<file path="config.mk">
export PLATFORM = sky130hd
export DESIGN_NAME = operand_fetch
export DESIGN_NICKNAME = d
export VERILOG_FILES = /design/src/rtl/operand_fetch.sv
export SDC_FILE = /design/constraint.sdc
export NUM_CORES = 1
export LEC_CHECK = 0
export ABC_AREA = 1
export CORE_ASPECT_RATIO = 0.6
export CORE_MARGIN = 1.5
export CORE_UTILIZATION = 40
export DETAILED_ROUTE_END_ITERATION = 16
export GPL_TIMING_DRIVEN = 1
export PLACE_DENSITY = 0.71
export SLEW_MARGIN = 0
export SYNTH_ARGS = -nofsm -noshare
export SYNTH_HDL_FRONTEND = slang
export SYNTH_SLANG_ARGS = --single-unit
export TNS_END_PERCENT = 10
</file>
<file path="constraint.sdc">
create_clock -name clk -period 2.35 [get_ports clk]
set_input_delay 0.5875 -clock clk [delete_from_list [all_inputs] [get_ports clk]]
set_output_delay 0.5875 -clock clk [all_outputs]
set_load 0.02 [all_outputs]
</file>
<file path="src/rtl/operand_fetch.sv">
// Operand fetch stage: accepts decoded instructions, reads up to two source
// registers from an 8x8 register file, forwards writebacks, tracks pending
// destination writes in a busy scoreboard and hands operands to execute.
module operand_fetch #(
    parameter  int DATA_WIDTH = 8,
    parameter  int ADDR_WIDTH = 3,
    parameter  int TAG_WIDTH  = 4,
    localparam int NUM_REGS   = 2 ** ADDR_WIDTH
) (
    input  logic                  clk,
    input  logic                  reset,
    // issue side
    input  logic                  issue_valid,
    output logic                  issue_ready,
    input  logic [ADDR_WIDTH-1:0] issue_rs0,
    input  logic                  issue_rs0_used,
    input  logic [ADDR_WIDTH-1:0] issue_rs1,
    input  logic                  issue_rs1_used,
    input  logic [ADDR_WIDTH-1:0] issue_rd,
    input  logic                  issue_rd_used,
    input  logic [TAG_WIDTH-1:0]  issue_tag,
    // register file read ports
    output logic                  rd0_enable,
    output logic [ADDR_WIDTH-1:0] rd0_addr,
    input  logic [DATA_WIDTH-1:0] rd0_data,
    output logic                  rd1_enable,
    output logic [ADDR_WIDTH-1:0] rd1_addr,
    input  logic [DATA_WIDTH-1:0] rd1_data,
    // register file write port
    output logic                  wr_enable,
    output logic [ADDR_WIDTH-1:0] wr_addr,
    output logic [DATA_WIDTH-1:0] wr_data,
    // writeback from execute
    input  logic                  wb_valid,
    input  logic [ADDR_WIDTH-1:0] wb_addr,
    input  logic [DATA_WIDTH-1:0] wb_data,
    // execute side
    output logic                  op_valid,
    input  logic                  op_ready,
    output logic [DATA_WIDTH-1:0] op_a,
    output logic [DATA_WIDTH-1:0] op_b,
    output logic [ADDR_WIDTH-1:0] op_rd,
    output logic                  op_rd_used,
    output logic [TAG_WIDTH-1:0]  op_tag,
    output logic [NUM_REGS-1:0]   busy
);

    typedef enum logic [1:0] {
        IDLE,
        READ,
        HOLD
    } state_e;

    // Instruction fields captured at accept, plus writebacks seen on that edge
    // (the register file returns the pre-write value, so those must be kept).
    typedef struct packed {
        logic [ADDR_WIDTH-1:0] rs0;
        logic                  rs0_used;
        logic [ADDR_WIDTH-1:0] rs1;
        logic                  rs1_used;
        logic [ADDR_WIDTH-1:0] rd;
        logic                  rd_used;
        logic [TAG_WIDTH-1:0]  tag;
        logic                  fwd0_hit;
        logic [DATA_WIDTH-1:0] fwd0_data;
        logic                  fwd1_hit;
        logic [DATA_WIDTH-1:0] fwd1_data;
    } instr_t;

    state_e                state_q, state_d;
    instr_t                instr_q, instr_d;
    logic [NUM_REGS-1:0]   busy_q, busy_d;
    logic                  op_valid_q, op_valid_d;
    logic [DATA_WIDTH-1:0] op_a_q, op_a_d;
    logic [DATA_WIDTH-1:0] op_b_q, op_b_d;
    logic [ADDR_WIDTH-1:0] op_rd_q, op_rd_d;
    logic                  op_rd_used_q, op_rd_used_d;
    logic [TAG_WIDTH-1:0]  op_tag_q, op_tag_d;

    logic hz;
    logic accept;

    // Operand select: unused -> 0, live writeback, writeback latched at accept,
    // otherwise the register file read data.
    function automatic logic [DATA_WIDTH-1:0] pick_operand(
        input logic                  used,
        input logic                  live_hit,
        input logic                  fwd_hit,
        input logic [DATA_WIDTH-1:0] fwd_data,
        input logic [DATA_WIDTH-1:0] live_data,
        input logic [DATA_WIDTH-1:0] rf_data
    );
        if (!used)         return '0;
        else if (live_hit) return live_data;
        else if (fwd_hit)  return fwd_data;
        else               return rf_data;
    endfunction

    // Hazard: a pending write to any used register that is not being resolved
    // by a writeback this very cycle.
    always_comb begin
        hz = (issue_rs0_used && busy_q[issue_rs0] && !(wb_valid && wb_addr == issue_rs0))
          || (issue_rs1_used && busy_q[issue_rs1] && !(wb_valid && wb_addr == issue_rs1))
          || (issue_rd_used  && busy_q[issue_rd]  && !(wb_valid && wb_addr == issue_rd));
    end

    assign issue_ready = (state_q == IDLE) && !hz && !reset;
    assign accept      = issue_valid && issue_ready;

    // Read requests go out in the accept cycle, straight from the issue inputs.
    assign rd0_enable = accept && issue_rs0_used;
    assign rd0_addr   = issue_rs0;
    assign rd1_enable = accept && issue_rs1_used;
    assign rd1_addr   = issue_rs1;

    // Writeback stream passes straight through to the register file.
    assign wr_enable = wb_valid && !reset;
    assign wr_addr   = wb_addr;
    assign wr_data   = wb_data;

    assign op_valid   = op_valid_q;
    assign op_a       = op_a_q;
    assign op_b       = op_b_q;
    assign op_rd      = op_rd_q;
    assign op_rd_used = op_rd_used_q;
    assign op_tag     = op_tag_q;
    assign busy       = busy_q;

    // Next-state logic for the FSM, captured instruction and operand outputs.
    always_comb begin
        // NOTE: every signal written here gets a default first, otherwise paths
        // that skip an assignment would infer a latch.
        state_d      = state_q;
        instr_d      = instr_q;
        op_valid_d   = op_valid_q;
        op_a_d       = op_a_q;
        op_b_d       = op_b_q;
        op_rd_d      = op_rd_q;
        op_rd_used_d = op_rd_used_q;
        op_tag_d     = op_tag_q;

        case (state_q)
            IDLE: begin
                if (accept) begin
                    instr_d.rs0       = issue_rs0;
                    instr_d.rs0_used  = issue_rs0_used;
                    instr_d.rs1       = issue_rs1;
                    instr_d.rs1_used  = issue_rs1_used;
                    instr_d.rd        = issue_rd;
                    instr_d.rd_used   = issue_rd_used;
                    instr_d.tag       = issue_tag;
                    instr_d.fwd0_hit  = wb_valid && (wb_addr == issue_rs0);
                    instr_d.fwd0_data = wb_data;
                    instr_d.fwd1_hit  = wb_valid && (wb_addr == issue_rs1);
                    instr_d.fwd1_data = wb_data;
                    state_d           = READ;
                end
            end
            READ: begin
                op_a_d = pick_operand(instr_q.rs0_used, wb_valid && (wb_addr == instr_q.rs0),
                                      instr_q.fwd0_hit, instr_q.fwd0_data, wb_data, rd0_data);
                op_b_d = pick_operand(instr_q.rs1_used, wb_valid && (wb_addr == instr_q.rs1),
                                      instr_q.fwd1_hit, instr_q.fwd1_data, wb_data, rd1_data);
                op_rd_d      = instr_q.rd;
                op_rd_used_d = instr_q.rd_used;
                op_tag_d     = instr_q.tag;
                op_valid_d   = 1'b1;
                state_d      = HOLD;
            end
            HOLD: begin
                if (op_ready) begin
                    op_valid_d = 1'b0;
                    state_d    = IDLE;
                end
            end
            default: state_d = IDLE;
        endcase
    end

    // Scoreboard: writebacks clear, accepts with a destination set; set wins.
    always_comb begin
        busy_d = busy_q;
        if (wb_valid) busy_d[wb_addr] = 1'b0;
        if (accept && issue_rd_used) busy_d[issue_rd] = 1'b1;
    end

    // State registers with synchronous reset; an in-flight op is dropped.
    always_ff @(posedge clk) begin
        // NOTE: sequential state uses non-blocking assignments so every register
        // samples pre-edge values regardless of statement order.
        if (reset) begin
            state_q      <= IDLE;
            instr_q      <= '0;
            busy_q       <= '0;
            op_valid_q   <= 1'b0;
            op_a_q       <= '0;
            op_b_q       <= '0;
            op_rd_q      <= '0;
            op_rd_used_q <= 1'b0;
            op_tag_q     <= '0;
        end else begin
            state_q      <= state_d;
            instr_q      <= instr_d;
            busy_q       <= busy_d;
            op_valid_q   <= op_valid_d;
            op_a_q       <= op_a_d;
            op_b_q       <= op_b_d;
            op_rd_q      <= op_rd_d;
            op_rd_used_q <= op_rd_used_d;
            op_tag_q     <= op_tag_d;
        end
    end

endmodule

</file>
==> run summary <==
Largest area contributor in the netlist -> dfxtp_1
Avg WL per Cell -> 14.9 um
CTS tree -> yes
Synth top area share -> 38.6%
Wl on met1 -> 5220 um
Largest net degree at the start of global routing -> 32
Crit-path max FO -> 4
Global-route wire length before repair -> 17000 um
Worst setup SP type -> primary input
Hold WC Path Type -> flop to flop
GRT Util Overall -> 25.9%
Drt pass-1 iters -> 5
CTS Hold Bufs -> 0
Vias in the first global route -> 3332
DP Wirelength -> 8090 um
Via Count -> 3724
Top FF cell, synth -> dfxtp_1
Final instance area -> 4900 um^2
Mapped Cells -> 480
Layout cells sized above 1 -> 20.1%
Met3 wire length -> 1310 um
CP Class -> primary input to output pin
Syn Nets -> 528
Chip width -> 118 um
Row count -> 24
Reg2reg setup slack -> 0.43 ns
Reg2reg end -> instr_q[1]
Met2 WL post-DR -> 4150 um
Critical-path cell with the highest stage delay -> clkdlybuf4s50_1
Routed WL -> 10800 um
Fin. max-slew vios -> 0
Slowest stage delay, CP -> 0.44 ns
Area growth syn-to-layout -> 54.9%
Maximum clock rate -> 0.425 GHz
Leak Pwr -> 2.10 nW
Compound-Gate Fraction of Synth Area -> 15.5%
Routability cong. -> 0.929
Max-cap violation count -> 0
Crit path DAT -> 1.77 ns
Worst R2R Start -> busy[3]
Initial DRC count -> 366
Clock Skew -> 0.0129 ns
DR DRC count -> 0
Hold-critical path depth -> 2
RSZ-0062 raised after global routing -> yes
CP endpoint kind -> output pin
Crit-path cells -> clkdlybuf4s50_1, inv_2, nor2_1, nand2_2, nand2_2, nor2_4, nand3_2, inv_2, buf_6
Final net count -> 661
Num CTS Buffers -> 9
Post-Synth Adder-Cell Area -> 0%
EDFF count, synth -> 0
Count of final setup violators -> 1
Post-synth ARST share -> 0%
Post-synthesis mux area share -> 0%
Sink Count -> 61
Hold Path Sink -> op_a[2]
Post-Synth Simple-Gate Area -> 33.4%
Post-layout min period -> 2.35 ns
Port-buffer cells -> 101
Setup tns final -> -0.00252 ns
Largest family of logic cells by synthesized area -> simple AND/OR/NAND/NOR gates
Final WS setup -> -0.00252 ns
I/O pin cnt -> 102
R2R cell count -> 15
Mapped Area -> 3160 um^2
Largest cells by area after synthesis -> dfxtp_1, nand2_1, nor2_1
Post-synth top cells -> nand2_1, nor2_1, dfxtp_1, nand3_1, a21oi_1
Diodes inserted -> 0
Worst-Margin Slew -> 0.636 ns
Post-placement cell area -> 4530 um^2
Max transition margin -> 57.4%
CTS Root Cell -> clkbuf_16
Seq/Total Area, Yosys -> 38.6%
Buf/Inv on CP -> 4
XOR/XNOR Fraction of Synth Area -> 1.11%
Netlist cell types -> 27
Top layer in use -> met4
Synth Warn # -> 0
Max IR drop VDD -> 0.373 mV
Via density -> 5.16
Fin. Hold Viols -> 0
Outcome -> finished with violations
# fillers -> 690
Overflow after GRT -> 0
Clock buffer depth -> 2
Clock Latency Late Sink -> 0.33 ns
Initial Utilization -> 42.5%
Worst Path Required -> 1.76 ns
Final period util -> 100%
Count leader, synth -> nand2_1
Synth Register Bits -> 61
Initial antenna violation count -> 0
Hold path start -> op_a[2]
Die height -> 71.9 um
Antenna-violating nets left -> 0
Average size of a mapped cell -> 6.59 um^2
Core box area -> 7450 um^2
CP top delay family -> buffers and inverters
Violations in the final reports -> setup timing
P per Cell Area -> 626 nW/um^2
Clock transition at path regs -> 0.06 ns
DIE AREA -> 8470 um^2
Htree depth -> 3
-- through the flow --
step                std cells  power, mW  utilization [%]  setup WS (ns)  hold slack [ns]
global placement          702       1.73             60.9         -0.940            0.452
global route              722       3.20             65.8        -0.0909            0.489
finish                    722       3.07             65.8       -0.00252            0.464
detailed placement        702       1.73             60.9         -0.936            0.455
floorplan                 480       1.44                -          0.119            0.440
CTS                       721       3.07             65.4        -0.0238            0.464
-- worst min-delay path, stage by stage, from the launching register on --
cell,delay [ns]
dfxtp_1,0.30
nand2_1,0.06
a21oi_1,0.06
-- how the worst max path moves through the flow --
stage | startpoint | end | slack (ns) | depth (start not counted)
2_1_floorplan | wb_addr[2] | rd0_enable | 0.12 | 12
6_report | issue_rd_used | rd1_enable | -0.003 | 9
3_5_place_dp | wb_addr[0] | rd1_enable | -0.94 | 12
3_3_place_gp | wb_addr[2] | rd1_enable | -0.94 | 13
5_1_grt | issue_rd[0] | rd1_enable | -0.09 | 14
4_1_cts | reset | wr_enable | -0.02 | 4
-- flip-flops by register name (all words and copies together), names as in the netlist --
signal and count:
state_q 2, instr_q 26, op_valid 1, op_a 8, op_tag 4, op_rd 3, op_b 8, busy 8
op_rd_used 1
-- cells in the final DEF, fill, tap and decap left out, types with 16 or more instances in the layout --
cell type,count
o21ai_0,22
nand3_1,31
nor2_1,74
o211ai_1,16
a21oi_1,32
o21ai_1,16
nand2_1,115
dfxtp_1,61
buf_4,54
clkdlybuf4s50_1,79
-- per-layer routing --
metal	vias up	GRT usage, %
li1	1829	-
met1	1693	38.2
met2	188	34.8
met5	-	0
met4	0	5.96
met3	14	10.6
-- layout make-up --
type                            instances  area [um^2]  area share (%)
Sequential cell                        61         1220            24.9
Timing Repair Buffer                  163         1500            30.7
Inverter                               31          120            2.45
Clock buffer                            9          225            4.59
Clock inverter                          7         77.6            1.58
Tap cell                              104          130            2.65
Multi-Input combinational cell        347         1620            33.1
-- kinds of logic after synthesis --
kind of cell	Yosys count
AO/OA/AOI/OAI	89
AND/OR/NAND/NOR	254
XOR/XNOR	4
flip-flops	61
buffers and inverters	72
-- power by group --
part	switching, mW	internal, mW
Clock	0.506	0.833
Sequential	0.0400	1.09
Combinational	0.321	0.285
Total	0.867	2.20
-- repair_timing --
item	4_1_cts	5_1_grt
setup buffers	3	1
setup endpoints to repair	39	4
cloned	0	0
gates resized for setup	84	18
pin swaps	6	12
Note: power is estimated with default switching activity, not from simulation.
